**src/rtl/onehot_encoder_stream_if.sv**
```systemverilog
// Stream bundle for onehot_encoder_stream: n-bit vector in, m-bit index beats out.
// slave = encoder side, master = environment side.
interface onehot_encoder_stream_if #(
    parameter int m = 3,
    parameter int n = 2**m
);
    logic [n-1:0] recv_msg;
    logic         recv_val;
    logic         recv_rdy;
    logic [m-1:0] send_msg;
    logic         send_last;
    logic         send_val;
    logic         send_rdy;

    modport slave (
        input  recv_msg, recv_val, send_rdy,
        output recv_rdy, send_msg, send_last, send_val
    );

    modport master (
        output recv_msg, recv_val, send_rdy,
        input  recv_rdy, send_msg, send_last, send_val
    );
endinterface

```
**src/rtl/onehot_encoder_stream.sv**
```systemverilog
// Streams the index of every set bit of an accepted vector, one index per beat.
// Default order is MSB-first; define ENCODER_LSB_FIRST_EN for LSB-first.
module onehot_encoder_stream #(
    parameter int m = 3,
    parameter int n = 2**m
) (
    input  logic                   clk,
    input  logic                   reset,
    onehot_encoder_stream_if.slave bus
);
    typedef enum logic {IDLE = 1'b0, BUSY = 1'b1} state_t;

    state_t       state_reg, state_next;
    logic [n-1:0] pending_reg, pending_next;
    logic         armed_reg;
    logic [m-1:0] idx;
    logic         single;
    logic         recv_fire;
    logic         send_fire;

    // armed_reg keeps recv_rdy low until the first edge after reset release.
    always_ff @(posedge clk or negedge reset) begin
        if (!reset) begin
            state_reg   <= IDLE;
            pending_reg <= '0;
            armed_reg   <= 1'b0;
        end else begin
            state_reg   <= state_next;
            pending_reg <= pending_next;
            armed_reg   <= 1'b1;
        end
    end

    // Later assignments win, so the scan direction selects the emitted bit.
    always_comb begin
        idx = '0;
`ifdef ENCODER_LSB_FIRST_EN
        for (int i = n - 1; i >= 0; i--) begin
            if (pending_reg[i]) idx = m'(i);
        end
`else
        for (int i = 0; i < n; i++) begin
            if (pending_reg[i]) idx = m'(i);
        end
`endif
    end

    assign single    = (pending_reg & (pending_reg - n'(1))) == '0;
    assign recv_fire = bus.recv_val & bus.recv_rdy;
    assign send_fire = bus.send_val & bus.send_rdy;

    always_comb begin
        state_next   = state_reg;
        pending_next = pending_reg;
        case (state_reg)
            IDLE: begin
                // An all-zero vector is consumed without producing beats.
                if (recv_fire && bus.recv_msg != '0) begin
                    pending_next = bus.recv_msg;
                    state_next   = BUSY;
                end
            end
            BUSY: begin
                if (send_fire) begin
                    pending_next = pending_reg & ~(n'(1) << idx);
                    if (single) state_next = IDLE;
                end
            end
            default: state_next = IDLE;
        endcase
    end

    always_comb begin
        bus.recv_rdy  = 1'b0;
        bus.send_val  = 1'b0;
        bus.send_msg  = '0;
        bus.send_last = 1'b0;
        if (state_reg == IDLE) begin
            bus.recv_rdy = armed_reg;
        end else begin
            bus.send_val  = 1'b1;
            bus.send_msg  = idx;
            bus.send_last = single;
        end
    end
endmodule

```
**src/flat_wrapper.sv**
```systemverilog
// flat-port wrapper written by rule: the top's interface ports become plain ports
module onehot_encoder_stream_flat 
#(
    parameter int m = 3,
    parameter int n = 2**m
)
  (clk, reset, bus_recv_msg, bus_recv_val, bus_send_rdy, bus_recv_rdy, bus_send_msg, bus_send_last, bus_send_val);
  onehot_encoder_stream_if #(.m(m), .n(n)) bus_i ();
  input  logic clk;
  input  logic reset;
  input wire logic [$bits(bus_i.recv_msg)-1:0] bus_recv_msg;
  input wire logic [$bits(bus_i.recv_val)-1:0] bus_recv_val;
  input wire logic [$bits(bus_i.send_rdy)-1:0] bus_send_rdy;
  output wire logic [$bits(bus_i.recv_rdy)-1:0] bus_recv_rdy;
  output wire logic [$bits(bus_i.send_msg)-1:0] bus_send_msg;
  output wire logic [$bits(bus_i.send_last)-1:0] bus_send_last;
  output wire logic [$bits(bus_i.send_val)-1:0] bus_send_val;
  assign bus_i.recv_msg = bus_recv_msg;
  assign bus_i.recv_val = bus_recv_val;
  assign bus_i.send_rdy = bus_send_rdy;
  assign bus_recv_rdy = bus_i.recv_rdy;
  assign bus_send_msg = bus_i.send_msg;
  assign bus_send_last = bus_i.send_last;
  assign bus_send_val = bus_i.send_val;
  onehot_encoder_stream #(.m(m), .n(n)) u_core (.clk(clk), .reset(reset), .bus(bus_i));
endmodule
```
**config.mk**
```make
export PLATFORM = sky130hd
export DESIGN_NAME = onehot_encoder_stream_flat
export DESIGN_NICKNAME = d
export VERILOG_FILES = /design/src/rtl/onehot_encoder_stream_if.sv /design/src/rtl/onehot_encoder_stream.sv /design/src/flat_wrapper.sv
export SDC_FILE = /design/constraint.sdc
export NUM_CORES = 1
export LEC_CHECK = 0
export ABC_CLOCK_PERIOD_IN_PS = 1700
export CAP_MARGIN = 20
export CORE_MARGIN = 1.5
export CORE_UTILIZATION = 40
export CTS_BUF_LIST = sky130_fd_sc_hd__clkbuf_16
export CTS_CLUSTER_DIAMETER = 100
export DETAILED_ROUTE_END_ITERATION = 16
export HOLD_SLACK_MARGIN = 0.02
export MAX_ROUTING_LAYER = met4
export PLACE_DENSITY = 0.74
export SYNTH_ARGS = -nofsm -noshare
export SYNTH_HDL_FRONTEND = slang
export SYNTH_SLANG_ARGS = --single-unit
```
**constraint.sdc**
```tcl
create_clock -name clk -period 1.7 [get_ports clk]
set_input_delay 0.34 -clock clk [delete_from_list [all_inputs] [get_ports clk]]
set_output_delay 0.34 -clock clk [all_outputs]
set_load 0.005 [all_outputs]
```
==> reports/summary.txt <==
syn nets - 81
H-Tree Level Count - 1
Crit Path Class - register to output pin
CP Max Fanout - 4
maximum VDD drop - 0.001282 V
CTS Buffer Depth - 2
Synth async-reset ratio - 100.0%
M3 GR Usage - 7.328%
Total GRT Usage - 26.34%
GRT met2 Usage - 38.77%
Synth-to-Final Area Change - 78.59%
Final Hold Viols - 0
Final ANT Viol Nets - 0
port buffer count - 17
Place WS - -0.1953 ns
pwr dens - 1924 nW/um^2
Cell variety after synth - 30
met1 Use GR - 33.70%
Post-Route WL - 2129 um
min cycle time layout - 1.827 ns
die area - 1794 um^2
RSZ-0062 raised after global routing - true
initial antenna violation count - 0
FP Rows - 14
Largest register FFs - 8
via/cell ratio - 5.843
GR Overflow Total - 0
clock root cell - clkbuf_16
total core area - 1471 um^2
DRC - 0
Arr. time, crit path - 1.49 ns
Post-Syn Area - 619.3 um^2
placed cell area - 924.6 um^2
EDFF count, synth - 0
hold slack final - 0.4415 ns
clock transition at the registers of the reported paths - 0.04 ns
gr busiest metal - met2
Worst Hold Class - primary input to asynchronous set/reset pin
sequential share of the synthesized area - 40.40%
drt pass-1 iters - 4
I/O pins - 18
WL per Instance - 16.76 um
DR iter-0 viols - 21
nature of the critical path startpoint - register
setup ws final - -0.1268 ns
clk sinks - 10
Setup Skew - 0.001402 ns
effective utilization at floorplan - 42.09%
leak pwr - 0.5220 nW
Syn. warnings - 0
CTS tree - done
# setup viols final - 3
vias in the first global route - 703
total CTS buffers - 3
routed vias - 742
WP data required - 1.36 ns
final net count - 124
Synth Instances - 69
Slew Limit Fails - 0
Worst Max-Slew Pin Slew - 0.5055 ns
Fmax achieved - 547.4 MHz
Final period util - 107.5%
CP Capture Type - output pin
first-pass GRT wire length - 3270 um
# diodes - 0
status - finished, violations left
layout cells sized above 1 - 42.34%
worst skew pair latency - 0.24 ns
syn_area_per_cell - 8.976 um^2
Slew headroom - 66.20%
largest net degree at the start of global routing - 11
failing checks - negative setup slack
Synth Flop Type - dfrtp_1
Post-DP HPWL - 1351 um
Die W - 42.35 um
post-route design area - 1106 um^2
max-cap violations - 0
RePlAce Congestion - 0.9580
synthesized flop and latch total - 10
die height - 42.35 um
## critical path, cell delays in order, from the launching register on
cell,delay (ns)
dfrtp_1,0.42
buf_6,0.14
o22ai_1,0.14
nand3_1,0.13
nand2_1,0.12
and4_1,0.19
clkbuf_2,0.11
## worst paths after layout
| kind | startpoint | endpoint | slack (ns) | depth (start not counted) |
|---|---|---|---|---|
| max | u_core.pending_reg[2] | bus_send_last | -0.13 | 6 |
| min | reset | u_core.pending_reg[0] | 0.44 | 1 |
| max reg2reg | u_core.pending_reg[6] | u_core.pending_reg[1] | -0.12 | 4 |
| min reg2reg | u_core.pending_reg[0] | u_core.pending_reg[0] | 0.60 | 1 |
| max in group asynchronous | reset | u_core.state_reg | 0.89 | 1 |
| min in group clk | u_core.pending_reg[0] | u_core.pending_reg[0] | 0.60 | 1 |
## routing by layer
metal  up-vias  routed length, um
met5         -                  0
met4         0                 53
met3         6                148
met2        32               1021
met1       359                905
li1        345                  -
## per-stage QoR
stage	setup TNS (ns)	instances	total power, mW	utilization, %
finish	-0.3560	127	2.128	75.17
global route	-0.6109	127	2.259	75.17
CTS	-0.2104	124	1.997	72.11
detailed placement	-1.577	116	1.461	62.84
global placement	-1.346	116	1.442	62.84
floorplan	0	69	0.9852	-
## kinds of logic (layout without fill, tap and decap cells)
| kind of cell | after synthesis | in the layout | synth area share [%] |
|---|---|---|---|
| AOI/OAI and AO/OA | 25 | 25 | 29.30 |
| buffers and inverters | 9 | 51 | 7.474 |
| DFF | 10 | 10 | 40.40 |
| and+or+nand+nor | 24 | 24 | 22.22 |
| other | 1 | 1 | 0.6055 |
## layout by cell type (no fill, tap or decap), types with 3 or more instances in the layout
| master | netlist | routed |
|---|---|---|
| a21oi_1 | 4 | 4 |
| inv_1 | 3 | 3 |
| buf_6 | 1 | 4 |
| clkdlybuf4s50_1 | 0 | 12 |
| a221o_1 | 3 | 3 |
| clkbuf_16 | 0 | 3 |
| clkbuf_2 | 0 | 3 |
| nor2_1 | 6 | 4 |
| dfrtp_1 | 10 | 9 |
| buf_4 | 1 | 23 |
| a22o_1 | 3 | 3 |
| o22ai_1 | 3 | 3 |
## cells in the mapped netlist (all sizes together) (2+ instances only)
cell type  number  area share, %
and3            2            2.4
a22oi           2            2.4
inv             3            1.8
buf             3            3.8
nor2b           2            2.0
a22o            3            4.2
dfrtp          10             40
nand3           2            1.6
a221o           4            6.7
nand2           2            1.2
nor4            4            4.0
clkbuf          3            1.8
o22ai           3            3.0
nor3            2            1.6
o21ai           4            3.2
a21oi           4            3.2
nor2            6            3.6
## cell type report
| type | count | area [um^2] |
|---|---|---|
| Clock buffer | 3 | 75.07 |
| Fill cell | 100 | 365.4 |
| Clock inverter | 1 | 3.754 |
| Inverter | 3 | 11.26 |
| Multi-Input combinational cell | 50 | 374.1 |
| Tap cell | 16 | 20.02 |
| Timing Repair Buffer | 44 | 370.4 |
| Sequential cell | 10 | 251.5 |
## what timing repair did
item	in CTS	in global routing
endpoints found under the setup margin	7	12
buffers inserted	4	3
hold buffers	0	0
cloned	0	0
gates resized for setup	18	15
pin swaps	6	8
endpoints found under the hold margin	0	0
## power breakdown
part / total (mW) / internal, mW / switching [mW]
Combinational: 1.20 / 0.685 / 0.512
Sequential: 0.502 / 0.340 / 0.162
Clock: 0.428 / 0.309 / 0.119
(Power assumes the default switching activity.)
